## src/rtl/mio_pkg.sv

```systemverilog
// mio_pkg: shared encodings and widths for the MIO arbiter
package mio_pkg;
  localparam int MIO_W = 32;
  localparam int WAIT_W = 4;
  typedef enum logic [1:0] {IDLE, ACCESS, DONE} state_t;
endpackage

```

## src/rtl/rr_arb2.sv

```systemverilog
// rr_arb2: two-way round-robin picker, favours the master that did not win last
module rr_arb2 (
  input  logic [1:0] req,
  input  logic       last,
  output logic [1:0] gnt
);
  always_comb gnt = (req == 2'b11) ? (last ? 2'b01 : 2'b10) : req;
endmodule

```

## src/rtl/mio_arbiter.sv

```systemverilog
// mio_arbiter: two-master round-robin arbiter holding the MIO bus for WAIT_CYCLES per access
module mio_arbiter
  import mio_pkg::*;
#(
  parameter int WAIT_CYCLES = 2
) (
  input  logic             clk,
  input  logic             rst,
  input  logic             m0_req,
  input  logic             m0_we,
  input  logic [MIO_W-1:0] m0_addr,
  input  logic [MIO_W-1:0] m0_wdata,
  output logic             m0_gnt,
  output logic             m0_ack,
  output logic [MIO_W-1:0] m0_rdata,
  input  logic             m1_req,
  input  logic             m1_we,
  input  logic [MIO_W-1:0] m1_addr,
  input  logic [MIO_W-1:0] m1_wdata,
  output logic             m1_gnt,
  output logic             m1_ack,
  output logic [MIO_W-1:0] m1_rdata,
  output logic [MIO_W-1:0] bus_addr,
  output logic             bus_mem_w,
  output logic [MIO_W-1:0] bus_wdata,
  input  logic [MIO_W-1:0] bus_rdata,
  output logic             busy
);
  state_t            state_q, state_d;
  logic              prio_q, prio_d, win_q, win_d, we_q, we_d;
  logic [WAIT_W-1:0] cnt_q, cnt_d;
  logic [MIO_W-1:0]  addr_q, addr_d, wdata_q, wdata_d, rd0_q, rd0_d, rd1_q, rd1_d;
  logic [1:0]        gnt;
  rr_arb2 u_rr (
    .req ({m1_req, m0_req}),
    .last(~prio_q),
    .gnt (gnt)
  );
  always_comb begin
    state_d = state_q;
    prio_d  = prio_q;
    win_d   = win_q;
    we_d    = we_q;
    addr_d  = addr_q;
    wdata_d = wdata_q;
    cnt_d   = cnt_q;
    rd0_d   = rd0_q;
    rd1_d   = rd1_q;
    case (state_q)
      IDLE: if (|gnt) begin
        state_d = ACCESS;
        win_d   = gnt[1];
        we_d    = gnt[1] ? m1_we : m0_we;
        addr_d  = gnt[1] ? m1_addr : m0_addr;
        wdata_d = gnt[1] ? m1_wdata : m0_wdata;
        cnt_d   = WAIT_W'(WAIT_CYCLES - 1);
      end
      ACCESS: if (cnt_q == '0) begin
        state_d = DONE;
        rd0_d   = (!we_q && !win_q) ? bus_rdata : rd0_q;
        rd1_d   = (!we_q && win_q) ? bus_rdata : rd1_q;
      end else begin
        cnt_d = cnt_q - WAIT_W'(1);
      end
      DONE: begin
        state_d = IDLE;
        prio_d  = ~win_q;
      end
      default: state_d = IDLE;
    endcase
  end
  always_ff @(posedge clk or posedge rst) begin
    if (rst) begin
      state_q <= IDLE;
      prio_q  <= 1'b0;
      win_q   <= 1'b0;
      we_q    <= 1'b0;
      addr_q  <= '0;
      wdata_q <= '0;
      cnt_q   <= '0;
      rd0_q   <= '0;
      rd1_q   <= '0;
    end else begin
      state_q <= state_d;
      prio_q  <= prio_d;
      win_q   <= win_d;
      we_q    <= we_d;
      addr_q  <= addr_d;
      wdata_q <= wdata_d;
      cnt_q   <= cnt_d;
      rd0_q   <= rd0_d;
      rd1_q   <= rd1_d;
    end
  end
  assign busy      = state_q != IDLE;
  assign m0_gnt    = busy && !win_q;
  assign m1_gnt    = busy && win_q;
  assign m0_ack    = (state_q == DONE) && !win_q;
  assign m1_ack    = (state_q == DONE) && win_q;
  assign m0_rdata  = rd0_q;
  assign m1_rdata  = rd1_q;
  assign bus_addr  = addr_q;
  assign bus_wdata = wdata_q;
  assign bus_mem_w = (state_q == ACCESS) && we_q;
endmodule

```

## config.mk

```make
export PLATFORM = sky130hd
export DESIGN_NAME = mio_arbiter
export DESIGN_NICKNAME = d
export VERILOG_FILES = /design/src/rtl/mio_pkg.sv /design/src/rtl/rr_arb2.sv /design/src/rtl/mio_arbiter.sv
export SDC_FILE = /design/constraint.sdc
export NUM_CORES = 1
export LEC_CHECK = 0
export CORE_MARGIN = 5
export CORE_UTILIZATION = 44
export CTS_CLUSTER_DIAMETER = 40
export DETAILED_ROUTE_END_ITERATION = 6
export PLACE_DENSITY = 0.86
export SETUP_SLACK_MARGIN = 0.4
export SLEW_MARGIN = 0
export SYNTH_ARGS = -nofsm -noshare
export SYNTH_HDL_FRONTEND = slang
export SYNTH_SLANG_ARGS = --single-unit
```

## constraint.sdc

```tcl
create_clock -name clk -period 8.3 [get_ports clk]
set_input_delay 1.245 -clock clk [delete_from_list [all_inputs] [get_ports clk]]
set_output_delay 1.245 -clock clk [all_outputs]
set_load 0.005 [all_outputs]
```

==> results of run 1 <==
-- report_power, final --
part / total (mW) / switching [mW] / internal [mW]
registers: 1.22 / 0.212 / 1.01
logic: 1.61 / 0.639 / 0.975
clock network: 0.767 / 0.292 / 0.475
total: 3.61 / 1.14 / 2.46
-- cells in the mapped netlist, drive strengths merged --
cell type / count / area share (%)
or3b: 1 / 0.18
clkbuf: 47 / 2.9
ha: 1 / 0.20
nand3b: 1 / 0.12
a31oi: 65 / 6.6
mux2: 64 / 13
and2: 1 / 0.10
or2: 1 / 0.10
dfrtp: 137 / 55
a32o: 1 / 0.16
a31o: 1 / 0.14
nor3: 2 / 0.16
nor3b: 3 / 0.36
nor2b: 2 / 0.20
nand2b: 2 / 0.20
o21ai: 66 / 5.3
a21oi: 68 / 5.5
nor2: 8 / 0.49
nand3: 65 / 5.3
inv: 7 / 0.43
buf: 11 / 1.6
nand4: 1 / 0.10
and3: 1 / 0.10
o221ai: 1 / 0.14
nand2: 4 / 0.24
mux2i: 1 / 0.16
o22ai: 1 / 0.10
or4: 1 / 0.18
-- final timing paths --
kind	from	to	cells after the start
max in group asynchronous	rst	bus_wdata[4]	3
hold / removal	m1_rdata[15]	m1_rdata[15]	1
setup / recovery	state_q[0]	m0_gnt	4
hold reg to reg	m1_rdata[15]	m1_rdata[15]	1
min in group asynchronous	rst	m0_rdata[20]	2
setup reg to reg	cnt_q[0]	m0_rdata[19]	5
-- critical path, stage by stage (launching register included) --
cell	delay, ps
dfrtp_1	450
nor2_4	140
buf_4	580
nor2_1	80
clkdlybuf4s50_1	520
-- kinds of logic after synthesis --
family                   count (synthesis)  synth area share (%)
buffers and inverters                   65                 4.860
flip-flops                             137                 55.49
adder cells (fa/ha/maj)                  1                0.2025
AND/OR/NAND/NOR                         93                 7.817
AO/OA/AOI/OAI                          203                 17.98
multiplexers                            65                 13.65
-- final cells by class --
type                       count  area (sq um)  share of cell area [%]
sequential                   137          3428                   34.92
timing repair buffer         308          3055                   31.12
multi-input combinational    362          2475                   25.21
clock buffer                  18         429.2                   4.372
tap                          180         225.2                   2.294
clock inverter                14         172.7                   1.759
inverter                       7         31.28                  0.3186
-- sequential cells by signal (all words and copies together) (netlist names) --
register / flops
win_q: 1
cnt_q: 4
prio_q: 1
we_q: 1
m1_rdata: 32
m0_rdata: 32
bus_wdata: 32
bus_addr: 32
state_q: 2
-- through the flow --
step           setup slack [ps]  hold slack, ps  cells  total power [mW]  instance area, sq um
2_1_floorplan              3387           476.1    564             1.886                  6178
3_3_place_gp               4850           485.2    994             2.796                  9215
3_5_place_dp               4796           493.8    994             2.850                  9215
4_1_cts                    4818           507.6   1026             3.639                  9817
5_1_grt                    4724           522.4   1026             3.827                  9817
6_report                   4854           504.5   1026             3.606                  9817
-- per-layer routing --
metal / routed length (um) / track usage (%)
met1: 7436 / 27.29
met2: 10120 / 41.77
met3: 2298 / 9.838
met4: 491 / 8.833
met5: 0 / 0
-- cells in the final DEF, fill, tap and decap left out, types with 2 or more instances in the layout --
cell	synthesis	final
clkinv_2	0	4
buf_4	0	9
mux2_4	30	30
bufinv_16	0	3
a21oi_1	68	68
a31oi_1	65	65
nand2_1	4	4
o21ai_0	66	66
clkdlybuf4s50_1	0	298
clkinv_4	0	4
nor3_1	2	2
nor2_4	0	2
nor3b_1	3	3
dfrtp_1	137	137
nand3_1	65	65
inv_6	0	2
clkbuf_16	0	17
nor2_1	8	6
inv_1	7	6
mux2_2	34	34
==> key figures, run 1 <==
Floorplan
  – Initial Util: 44.68%
  – # IOs: 300
  – Std cell rows: 43
  – Total die area: 0.01651 sq mm
  – Die Wd: 128.5 um
  – Die Span Y: 128.5 um
  – Core box area: 0.01383 sq mm

Synthesis
  – Synth warn: 0
  – Netlist cell types: 31
  – Avg Cell Area, Syn: 10.95 sq um
  – Register area share after synthesis: 55.49%
  – Number of synthesized register bits: 137
  – Mapped cell area: 0.006178 sq mm
  – Cells after Synth: 564
  – Syn Nets: 731

Global route
  – Initial antenna violation count: 0
  – Largest net degree at the start of global routing: 77
  – First-pass GRT wire length: 31280 um
  – Total gr overflow: 0
  – Vias in the first global route: 5906
  – Total track usage: 24.30%

Timing
  – Fin crit period: 3446 ps
  – Slew @ Worst Pin: 981.4 ps
  – FMAX: 290.2 MHz
  – Final period util: 41.51%
  – Final Skew: 7.088 ps
  – Setup repair after global routing missed its margin: false
  – Setup TNS Final: 0 ps
  – Setup violations, final: 0
  – Final hold vios: 0
  – Final slew viol count: 0
  – Rel. slew slack: 34.57%

Route
  – Pre-antenna DRT Iters: 4
  – Drt initial violations: 319
  – Via count of the routed design: 5719
  – Routed WL: 20340 um
  – Detail Route Antenna Nets: 0
  – Avg Vias per Cell: 5.574
  – Final routed wire length divided by cell count: 19.83 um
  – Remaining DRCs: 0

Status
  – Status: finished clean

Final layout
  – Filler cells: 1001
  – Share of layout cells above drive strength 1: 13.48%
  – Final core utilization: 71.00%
  – Area growth syn-to-layout: 58.89%
  – Fin nets: 1000
  – Antenna Cells: 0

Clocking
  – Clk sinks: 137
  – CTS Hold Bufs: 0
  – Later-pin clock latency in the skew report: 410 ps
  – Post-CTS Setup Bufs: 0
  – CTS H-tree depth: 4
  – TritonCTS clock tree: built
  – Clock Path Buffers: 2
  – Clock root cell: clkbuf_16
  – Post-CTS sizing: 0
  – Reg clk slew, reported paths: 60 ps
  – Inserted Clock Buffers: 17

Setup path
  – Crit-path max FO: 69
  – Internal reg-to-reg setup slack: 5900 ps
  – Critical path launch point type: flop
  – CP arrival: 2200 ps
  – Critical Setup Path Class: reg -> out
  – Worst path required time: 7050 ps
  – Worst Setup End Kind: output port

Hold path
  – Worst min path class: reg -> reg

Placed design
  – Number of port buffers: 299
  – Routability cong.: 0.8201
  – DP Wirelength: 14250 um

Power and ir drop
  – Peak VDD IR: 178.7 uV
  – Leak: 4.016 nW
  – Power per Cell Area: 367.3 mW/mm^2

Job
  – Maxcap violations: 0
(Power assumes the default switching activity.)
==> run 2, diff against run 1 <==
CORE_UTILIZATION = 37   (was 44)
PLACE_DENSITY = 0.77   (was 0.86)
clock period = 3.1 ns   (was 8.3 ns; I/O delays follow)
==> key figures, run 2 (synthesis gave the netlist of run 1 again) <==
Status
  – Status: finished clean

Power and ir drop
  – Flop pwr share: 34.5%
  – Internal power: 6.402 mW
  – Power per Cell Area: 957.5 mW/mm^2
  – Clk pwr share: 20.0%
  – Peak VDD IR: 445.4 uV
  – Switching part of the total: 32.52%
  – Leak: 4.020 nW
  – Combinational group share of total power: 45.5%
  – Psw: 3.085 mW

Final layout
  – Final core utilization: 60.17%
  – Area growth syn-to-layout: 60.37%
  – Share of layout cells above drive strength 1: 13.80%
  – Most common cell after layout, fill and taps aside: clkdlybuf4s50_1
  – Antenna Cells: 0
  – Commonest non-fill, non-tap cells in the layout: 298 x clkdlybuf4s50_1, 137 x dfrtp_1, 68 x a21oi_1, 66 x o21ai_0
  – Non-Filler Instances: 1068
  – Fin nets: 1002
  – Final instance area: 0.009908 sq mm
  – Filler cells: 1376

Placed design
  – DP Wirelength: 14370 um
  – Number of port buffers: 299
  – Dpl ws: 728.2 ps
  – Routability cong.: 0.7805
  – Post-DP Area: 0.009354 sq mm
  – Placed Cells: 1036

Setup path
  – Largest stage delay on the critical path: 790 ps
  – Buffers and inverters on the worst path: 1
  – Worst Setup End Kind: flop
  – Critical path launch point type: flop
  – CP arrival: 2660 ps
  – Critical Setup Path Class: reg -> reg
  – Crit-path leading delay family: simple AND/OR/NAND/NOR gates
  – Worst path required time: 3390 ps
  – Slowest cell on the critical path: or4_4
  – Crit-path max FO: 32
  – Worst-path cell chain: inv_1 -> ha_1 -> or3b_4 -> or4_4 -> mux2_4

Timing
  – Fin crit period: 2375 ps
  – Final slew viol count: 0
  – Final hold vios: 0
  – Setup TNS Final: 0 ps
  – Slew @ Worst Pin: 762.8 ps
  – Setup violations, final: 0
  – Setup repair after global routing missed its margin: false
  – Final Skew: 9.360 ps
  – Final period util: 76.60%
  – Rel. slew slack: 49.15%
  – FMAX: 421.1 MHz
  – Slack of the critical path: 725.5 ps

Clocking
  – Post-CTS Setup Bufs: 0
  – Clock root cell: clkbuf_16
  – CTS H-tree depth: 4
  – TritonCTS clock tree: built
  – Reg clk slew, reported paths: 70 ps
  – Clk sinks: 137
  – CTS Hold Bufs: 0
  – Inserted Clock Buffers: 17
  – Post-CTS sizing: 0
  – Clock Path Buffers: 2
  – Later-pin clock latency in the skew report: 410 ps

Global route
  – Largest net degree at the start of global routing: 70
  – Total gr overflow: 0
  – First-pass GRT wire length: 31770 um
  – Total track usage: 20.46%
  – Vias in the first global route: 5670
  – Initial antenna violation count: 0

Route
  – Drt initial violations: 224
  – Final routed wire length divided by cell count: 19.10 um
  – Avg Vias per Cell: 5.352
  – Detail Route Antenna Nets: 0
  – Pre-antenna DRT Iters: 5
  – Remaining DRCs: 0
  – Routed WL: 20400 um
  – Via count of the routed design: 5716

Floorplan
  – Initial Util: 37.52%
  – Core box area: 0.01647 sq mm
  – Std cell rows: 47
  – Die Wd: 139.2 um
  – Total die area: 0.01938 sq mm
  – Die Span Y: 139.2 um
  – # IOs: 300

Hold path
  – Worst min path class: in -> async

Job
  – Maxcap violations: 0
## run 2: changes by cell type in the layout (fill, tap and decap cells not counted)
cell and change:
bufinv_16 -3, clkinv_4 -2, buf_12 +6, clkinv_2 -3
inv_8 +1, inv_6 +5, buf_4 -4, clkinvlp_4 +3
clkbuf_1 -1
## run 2: final cells by class
class / instances / area, sq um / area share [%]
multi-input cells: 362 / 2475 / 24.98
well taps: 220 / 275.3 / 2.778
clock buffers: 17 / 425.4 / 4.293
repair buffers: 310 / 3146 / 31.75
inverters: 7 / 30.03 / 0.3031
flip-flops and latches: 137 / 3428 / 34.60
clock inverters: 15 / 128.9 / 1.301
## run 2: layer usage
layer	global-route usage, %	wire length [um]
met1	24.88	8153
met2	33.89	9997
met3	7.925	1868
met4	6.025	375
met5	0	0
## run 2: power by group through the flow
stage	Sequential [mW]	Combinational, mW	Clock [mW]
2_1_floorplan	3.27	1.78	0
3_3_place_gp	3.25	4.30	0
3_5_place_dp	3.29	4.37	0
4_1_cts	3.27	4.39	1.94
5_1_grt	3.38	4.70	2.02
6_report	3.27	4.32	1.90
## run 2: path summary, 6_finish.rpt
path / start / to / slack (ps) / cells after the start
min: rst / m0_rdata[0] / 400 / 2
max in group asynchronous: rst / bus_wdata[17] / 2020 / 3
min in group clk: m1_req / we_q / 410 / 3
min reg2reg: m1_rdata[14] / m1_rdata[14] / 500 / 1
max reg2reg: cnt_q[0] / m0_rdata[1] / 730 / 5
max: cnt_q[0] / m0_rdata[1] / 730 / 5
## run 2: stage by stage
step / hold slack, ps / power [mW]
3_5_place_dp: 493.0 / 7.660
6_report: 395.0 / 9.487
5_1_grt: 406.2 / 10.11
4_1_cts: 382.3 / 9.602
2_1_floorplan: 476.1 / 5.051
3_3_place_gp: 486.9 / 7.558
==> run 3, diff against run 2 <==
CORE_UTILIZATION = 41   (was 37)
PLACE_DENSITY = 0.81   (was 0.77)
clock period = 2.3 ns   (was 3.1 ns; I/O delays follow)
==> key figures, run 3 (synthesis gave the netlist of run 1 again) <==
Status
  – Status: finished clean

Setup path
  – Critical path launch point type: flop
  – Reg-to-reg endpoint: m0_rdata[10]
  – Crit-path leading delay family: simple AND/OR/NAND/NOR gates
  – Worst r2r src: cnt_q[0]
  – Worst Setup End Kind: flop
  – Slowest cell on the critical path: or4_4
  – Internal reg-to-reg setup slack: 140 ps
  – Worst-case reg-to-reg path depth: 6
  – Buffers and inverters on the worst path: 2
  – Worst-path cell chain: inv_2 -> ha_4 -> or3b_4 -> or4_4 -> clkbuf_16 -> mux2_4
  – Crit. path cell count: 6
  – Crit-path max FO: 8
  – Critical Setup Path Class: reg -> reg
  – CP arrival: 2450 ps
  – Worst path required time: 2590 ps
  – Largest stage delay on the critical path: 510 ps

Global route
  – Vias in the first global route: 5876
  – Total gr overflow: 0
  – Largest net degree at the start of global routing: 83
  – First-pass GRT wire length: 32810 um
  – Initial antenna violation count: 0
  – Total track usage: 23.37%

Placed design
  – DP Wirelength: 14690 um
  – Routability cong.: 0.8339
  – Dpl ws: 90.83 ps
  – Number of port buffers: 299

Route
  – Avg Vias per Cell: 5.508
  – Pre-antenna DRT Iters: 5
  – Remaining DRCs: 0
  – Final routed wire length divided by cell count: 20.49 um
  – Drt initial violations: 298
  – Detail Route Antenna Nets: 0
  – Routed WL: 21520 um
  – Via count of the routed design: 5783

Hold path
  – Min-Delay Path Depth: 3
  – Min-Delay Startpoint: m1_req
  – Worst min path class: in -> reg
  – Hold Path Sink: bus_addr[22]

Final layout
  – Area growth syn-to-layout: 64.01%
  – Multi-input gate area in the final layout: 0.002495 sq mm
  – Fin nets: 1020
  – Register area: 0.003432 sq mm
  – Filler cells: 1074
  – Most common cell after layout, fill and taps aside: clkdlybuf4s50_1
  – Final core utilization: 69.20%
  – Commonest non-fill, non-tap cells in the layout: 292 x clkdlybuf4s50_1, 134 x dfrtp_1, 68 x a21oi_1, 66 x o21ai_0
  – Share of layout cells above drive strength 1: 16.63%
  – Antenna Cells: 0

Power and ir drop
  – Power per Cell Area: 1331 mW/mm^2
  – Peak VDD IR: 766.4 uV
  – Flop pwr share: 32.8%
  – Combinational group share of total power: 45.2%
  – Total power after layout: 13.49 mW
  – Psw: 4.299 mW
  – Switching part of the total: 31.87%
  – Leak: 4.186 nW
  – Internal power: 9.190 mW
  – Clk pwr share: 22.0%

Timing
  – Setup TNS Final: 0 ps
  – Final period util: 94.02%
  – FMAX: 462.4 MHz
  – Slew @ Worst Pin: 706.7 ps
  – Final hold vios: 0
  – Fin crit period: 2162 ps
  – Final slew viol count: 0
  – Rel. slew slack: 52.89%
  – Final Skew: 8.645 ps
  – Setup violations, final: 0
  – Slack of the critical path: 137.6 ps
  – Setup repair after global routing missed its margin: true
  – WHS: 331.5 ps

Clocking
  – TritonCTS clock tree: built
  – Inserted Clock Buffers: 17
  – CTS H-tree depth: 4
  – Clk sinks: 137
  – Clock Path Buffers: 2
  – CTS Hold Bufs: 0
  – Clock root cell: clkbuf_16
  – Later-pin clock latency in the skew report: 410 ps
  – Reg clk slew, reported paths: 60 ps

Floorplan
  – # IOs: 300
  – Die Span Y: 132.8 um
  – Initial Util: 42.19%
  – Core box area: 0.01464 sq mm
  – Die Wd: 132.8 um
  – Std cell rows: 44
  – Total die area: 0.01762 sq mm

Job
  – Maxcap violations: 0
[run 3: cell count changes in the layout (fill, tap and decap cells not counted), moves of 3 or more]
cell,previous run,this run
dfrtp_2,0,3
dfrtp_1,137,134
bufinv_16,0,4
buf_4,5,21
inv_2,0,3
clkdlybuf4s50_1,298,292
inv_1,6,3
dlygate4sd2_1,0,3
[run 3: metal layers]
metal | wire length, um | vias up | GRT usage (%) | part of all wire (%)
met1 | 8322 | 2789 | 28.28 | 39
met2 | 10630 | 292 | 38.91 | 49
met4 | 607 | 0 | 8.141 | 2.8
li1 | - | 2656 | - | -
met5 | 0 | - | 0 | 0
met3 | 1957 | 46 | 8.162 | 9.1
[run 3: final cells by class]
cell class              count  share of cell area [%]
flip-flops and latches    137                   33.87
repair buffers            328                   32.65
multi-input cells         362                   24.62
clock buffers              17                   4.198
well taps                 184                   2.272
clock inverters            15                   2.099
inverters                   7                  0.2963
[run 3: worst max-delay path by stage]
| stage | endpoint | start | slack [ps] |
|---|---|---|---|
| floorplan | m0_rdata[0] | cnt_q[0] | 130 |
| global placement | m0_rdata[21] | cnt_q[0] | 140 |
| detailed placement | m0_rdata[23] | cnt_q[0] | 90 |
| CTS | m0_rdata[26] | cnt_q[0] | 90 |
| global route | m0_rdata[16] | cnt_q[0] | 90 |
| finish | m0_rdata[10] | cnt_q[0] | 140 |
[run 3: worst register-to-register path, stage by stage, from the launching register on]
cell,delay [ps]
dfrtp_1,410
inv_2,90
ha_4,130
or3b_4,380
or4_4,510
clkbuf_16,220
mux2_4,300
[run 3: through the flow]
step / instance area, sq um / std cells
floorplan: 6185 / 564
global placement: 9359 / 1008
detailed placement: 9359 / 1008
CTS: 10020 / 1043
global route: 10130 / 1050
finish: 10130 / 1050
[run 3: repair_timing]
| item | 4_1_cts | 5_1_grt |
|---|---|---|
| gates resized for setup | 10 | 9 |
| gates cloned | 0 | 3 |
| buffers inserted | 3 | 4 |
| pin swaps | 1 | 2 |
| endpoints found under the setup margin | 70 | 67 |
[run 3: power groups by stage]
stage | logic, mW | registers [mW] | clock network, mW
CTS | 6.03 | 4.41 | 3.01
global route | 6.58 | 4.57 | 3.14
detailed placement | 5.94 | 4.42 | 0
floorplan | 2.40 | 4.41 | 0
global placement | 5.84 | 4.35 | 0
finish | 6.09 | 4.43 | 2.97
